<file path="src/rtl/prio_code_display.sv">
// Debounced display stage behind the 8-3 priority encoder: filters switch bounce,
// commits a stable {valid, code}, counts commits and drives two seven-segment digits.
module prio_code_display #(
    parameter int DEB_CYC = 4
) (
    input  logic       clk,
    input  logic       rst,
    input  logic [2:0] code_in,
    input  logic       valid_in,
    output logic [2:0] code_q,
    output logic       valid_q,
    output logic       chg_pulse,
    output logic [3:0] chg_cnt,
    output logic [7:0] seg_code,
    output logic [7:0] seg_cnt
);

    localparam int SW = (DEB_CYC > 1) ? $clog2(DEB_CYC) : 1;
    localparam logic [SW-1:0] STAB_MAX = SW'(DEB_CYC - 1);

    logic [3:0]    samp_n;
    logic [3:0]    r_samp_q, r_samp_d;
    logic [SW-1:0] stab_q, stab_d;
    logic [3:0]    commit_q, commit_d;
    logic          pulse_q, pulse_d;
    logic [3:0]    cnt_q, cnt_d;

    // Code bits carry no meaning when nothing is pressed, so they are zeroed
    // to keep idle switch wiggles from looking like a change.
    assign samp_n = {valid_in, valid_in ? code_in : 3'b000};

    always_comb begin
        r_samp_d = r_samp_q;
        stab_d   = stab_q;
        commit_d = commit_q;
        pulse_d  = 1'b0;
        cnt_d    = cnt_q;

        if (samp_n != r_samp_q) begin
            r_samp_d = samp_n;
            stab_d   = '0;
        end else if (stab_q != STAB_MAX) begin
            stab_d = stab_q + SW'(1);
        end

        // Uses the pre-edge sample, so a change on the commit edge only restarts debounce.
        if ((stab_q == STAB_MAX) && (r_samp_q != commit_q)) begin
            commit_d = r_samp_q;
            pulse_d  = 1'b1;
            cnt_d    = cnt_q + 4'd1;
        end
    end

    always_ff @(posedge clk) begin
        if (rst) begin
            r_samp_q <= '0;
            stab_q   <= '0;
            commit_q <= '0;
            pulse_q  <= 1'b0;
            cnt_q    <= '0;
        end else begin
            r_samp_q <= r_samp_d;
            stab_q   <= stab_d;
            commit_q <= commit_d;
            pulse_q  <= pulse_d;
            cnt_q    <= cnt_d;
        end
    end

    assign valid_q   = commit_q[3];
    assign code_q    = commit_q[2:0];
    assign chg_pulse = pulse_q;
    assign chg_cnt   = cnt_q;

    function automatic logic [7:0] hex_seg(input logic [3:0] v);
        logic [7:0] s;
        case (v)
            4'h0: s = 8'hC0;
            4'h1: s = 8'hF9;
            4'h2: s = 8'hA4;
            4'h3: s = 8'hB0;
            4'h4: s = 8'h99;
            4'h5: s = 8'h92;
            4'h6: s = 8'h82;
            4'h7: s = 8'hF8;
            4'h8: s = 8'h80;
            4'h9: s = 8'h90;
            4'hA: s = 8'h88;
            4'hB: s = 8'h83;
            4'hC: s = 8'hC6;
            4'hD: s = 8'hA1;
            4'hE: s = 8'h86;
            default: s = 8'h8E;
        endcase
        return s;
    endfunction

    // Digit 0 shows the committed code, digit 1 the change count; both decode registered state only.
    logic [3:0] digit_val [2];
    logic [7:0] digit_seg [2];

    assign digit_val[0] = {1'b0, commit_q[2:0]};
    assign digit_val[1] = cnt_q;

    generate
        for (genvar gi = 0; gi < 2; gi++) begin : g_digit
            assign digit_seg[gi] = hex_seg(digit_val[gi]);
        end
    endgenerate

    assign seg_code = commit_q[3] ? digit_seg[0] : 8'hFF;
    assign seg_cnt  = digit_seg[1];

endmodule

</file>
<file path="config.mk">
export PLATFORM = sky130hd
export DESIGN_NAME = prio_code_display
export DESIGN_NICKNAME = d
export VERILOG_FILES = /design/src/rtl/prio_code_display.sv
export SDC_FILE = /design/constraint.sdc
export NUM_CORES = 1
export LEC_CHECK = 0
export ABC_CLOCK_PERIOD_IN_PS = 3100
export CAP_MARGIN = 20
export CORE_MARGIN = 2
export CORE_UTILIZATION = 50
export CTS_CLUSTER_DIAMETER = 30
export DETAILED_ROUTE_END_ITERATION = 10
export PLACE_DENSITY = 0.75
export SLEW_MARGIN = 30
export SYNTH_ARGS = -nofsm -noshare
export SYNTH_HDL_FRONTEND = slang
export SYNTH_SLANG_ARGS = --single-unit
</file>
<file path="constraint.sdc">
create_clock -name clk -period 3.1 [get_ports clk]
set_input_delay 0.31 -clock clk [delete_from_list [all_inputs] [get_ports clk]]
set_output_delay 0.31 -clock clk [all_outputs]
set_load 0.01 [all_outputs]
</file>
==> summary.txt <==
Die ar.: 0.00346 mm^2
Maximum vdd ir drop: 221 uV
RSZ-0062 raised after global routing: false
Antenna violations before repair: 0
Max frequency: 393 MHz
Clock Path Buffers: 2
Slew Limit Fails: 0
Core Area: 0.00281 mm^2
Worst Path Required: 3.32 ns
Netlist cell types: 40
Top-count cell post-synth: dfxtp_1
CTS tree: yes
Synth Warn #: 0
First-pass GRT wire length: 4630 um
Async SR Flop Fraction: 0%
Reg-to-Reg End: seg_cnt[0]$_DFF_P_
Share of layout cells above drive strength 1: 9.66%
PostCTS Resize Cnt: 0
Dominant cells by area after synthesis: dfxtp_1 39%, ha_1 11%, mux2i_1 8.0%
Failing checks: design-rule violations
Reg2Reg Depth: 8
Sequential fraction of the synthesis area: 38.7%
Cell area after synthesis: 0.00150 mm^2
Clk root buf: clkbuf_4
CTS Hold Bufs: 0
Final GP Congestion: 0.753
Rel. slew slack: 57.4%
Area Overhead vs Synth: 20.1%
# diodes: 0
Syn Area/Cell: 9.88 um^2
GRT Resource Usage Total: 18.0%
Die Span X: 58.8 um
Top cells by count, synth: 29 x dfxtp_1, 15 x nor2_1, 13 x ha_1, 12 x mux2i_1, 9 x buf_4
Worst-margin pin slew: 0.636 ns
Lkg Pwr: 0.762 nW
Post-route ant nets: 0
Status: complete, but fails checks
Worst-path clk slew: 0.09 ns
CTS buffer count: 5
Synth top area share: 38.7%
Via count: 1071
Vias in the first global route: 1043
Max_cap viols: 0
Initial drt markers: 42
Cell count after synthesis: 152
PD cells: 352 mW/mm^2
Clock Latency Late Sink: 0.32 ns
Clock Skew: 0.0122 ns
Vias per cell: 5.17
Placed cell count: 200
I/O pin cnt: 31
Drt first pass iters: 7
R2R setup slack: 0.55 ns
Fin crit period: 2.55 ns
Hold WC Path Type: reg2reg
Critical path origin: commit_q[3]$_SDFFE_PP0N_
Initial Utilization: 53.5%
FP Rows: 19
Biggest area consumer among synthesized cells: dfxtp_1
Grt total ovfl: 0
Number of remaining DRC errors: 2
Sink Count: 29
Critical path startpoint category: flip-flop
End of the critical path: seg_cnt[0]$_DFF_P_
Tcrit/Tclk final: 82.2%
Number of synthesized flops with an enable pin: 0
Drt total wl: 2620 um
Setup CP Type: reg2reg
Final #Nets: 195
Yosys reg bits: 29
Worst setup EP type: flip-flop
Wire length per cell: 12.7 um
Non-filler cells in the finished layout: 207
Post-DP HPWL: 1980 um
Setup TNS: 0 ns
Total setup buffers inserted after CTS: 0
Final Hold Fails: 0
Die height: 58.8 um
Arr. time, crit path: 2.76 ns
PortBufs: 28
Peak fanout along the critical path: 10
Post-synth top flop: dfxtp_1
FF-to-FF Start: commit_q[3]$_SDFFE_PP0N_
H-Tree Depth: 2
Pwr Total: 0.635 mW
Hold_ws: 0.507 ns
# setup viols final: 0
Pin count of the biggest net entering global routing: 19
==> sequential cells by signal, indices dropped and copies added (netlist names) <==
signal / flops
chg_pulse: 1
stab_q: 2
commit_q: 4
chg_cnt: 4
seg_cnt: 7
digit_seg: 7
r_samp_q: 4
==> stage by stage <==
step           util (%)  instance area [um^2]  setup WS, ns
4_1_cts            64.3                  1800         0.563
5_1_grt            64.3                  1800         0.364
3_5_place_dp       62.3                  1750         0.573
6_report           64.3                  1800         0.553
3_3_place_gp       62.3                  1750         0.684
2_1_floorplan         -                  1510         0.782
==> area by class of cell <==
cell class              instances  area (um^2)
flip-flops and latches         29          581
fillers                       244         1000
clock buffers                   7         55.1
repair buffers                 29          288
multi-input cells             103          808
well taps                      31         38.8
inverters                       8         32.5
==> placed cells by master (no fill, tap or decap), drive strengths merged <==
master,count
dfxtp,29
clkdlybuf4s50,28
nor2,17
ha,13
mux2i,13
inv,8
nand2,7
xor2,7
clkbuf,7
and2,5
o21ai,5
nand2b,4
nand3,3
or2b,3
or2,2
nor2b,2
o32ai,2
o22ai,2
xnor2,2
a211o,2
a21oi,2
conb,2
o41ai,2
o221ai,1
nor3b,1
and3,1
o21bai,1
nand4,1
nand3b,1
a22oi,1
nor3,1
buf,1
==> cells by family (layout without fill, tap and decap cells) <==
family                     Yosys count  count (layout)  share of synthesized area, %
and+or+nand+nor                     48              48                          16.7
DFF                                 29              29                          38.7
buffers and inverters               21              44                          7.75
AOI/OAI and AO/OA                   18              18                          10.0
adders and majority gates           13              13                          10.8
muxes                               13              13                          9.50
xor gates and xnor gates             9               9                          6.25
other                                1               2                         0.250
==> worst max-delay path, cell delays in order, from the launching register on <==
cell	delay, ns
dfxtp_1	0.53
xor2_2	0.16
o41ai_4	0.48
xor2_1	0.15
nor2_1	0.36
inv_1	0.18
ha_1	0.23
and3_1	0.14
a211o_1	0.21
==> routing by layer <==
metal  vias to the layer above  wire, um  track usage [%]  share of wire, %
met4                         0        27             5.84               1.0
li1                        541         -                -                 -
met3                         2       111             7.03               4.2
met5                         -         0                0                 0
met2                        23      1220             26.7                47
met1                       505      1260             23.9                48
==> power by group <==
| part | internal, mW | switching, mW |
|---|---|---|
| clock | 0.107 | 0.122 |
| combinational | 0.0127 | 0.0145 |
| sequential | 0.375 | 0.00426 |
| total | 0.495 | 0.140 |
==> worst min path at each step <==
stage | from | to | slack [ns] | depth (start not counted)
2_1_floorplan | code_in[0] | r_samp_q[0]$_SDFFE_PP0P_ | 0.43 | 1
3_3_place_gp | stab_q[1]$_SDFFE_PP0N_ | stab_q[1]$_SDFFE_PP0N_ | 0.48 | 2
3_5_place_dp | stab_q[1]$_SDFFE_PP0N_ | stab_q[1]$_SDFFE_PP0N_ | 0.50 | 2
4_1_cts | stab_q[1]$_SDFFE_PP0N_ | stab_q[1]$_SDFFE_PP0N_ | 0.52 | 2
5_1_grt | stab_q[1]$_SDFFE_PP0N_ | stab_q[1]$_SDFFE_PP0N_ | 0.58 | 2
6_report | stab_q[1]$_SDFFE_PP0N_ | stab_q[1]$_SDFFE_PP0N_ | 0.51 | 2
Note: power is estimated with default switching activity, not from simulation.
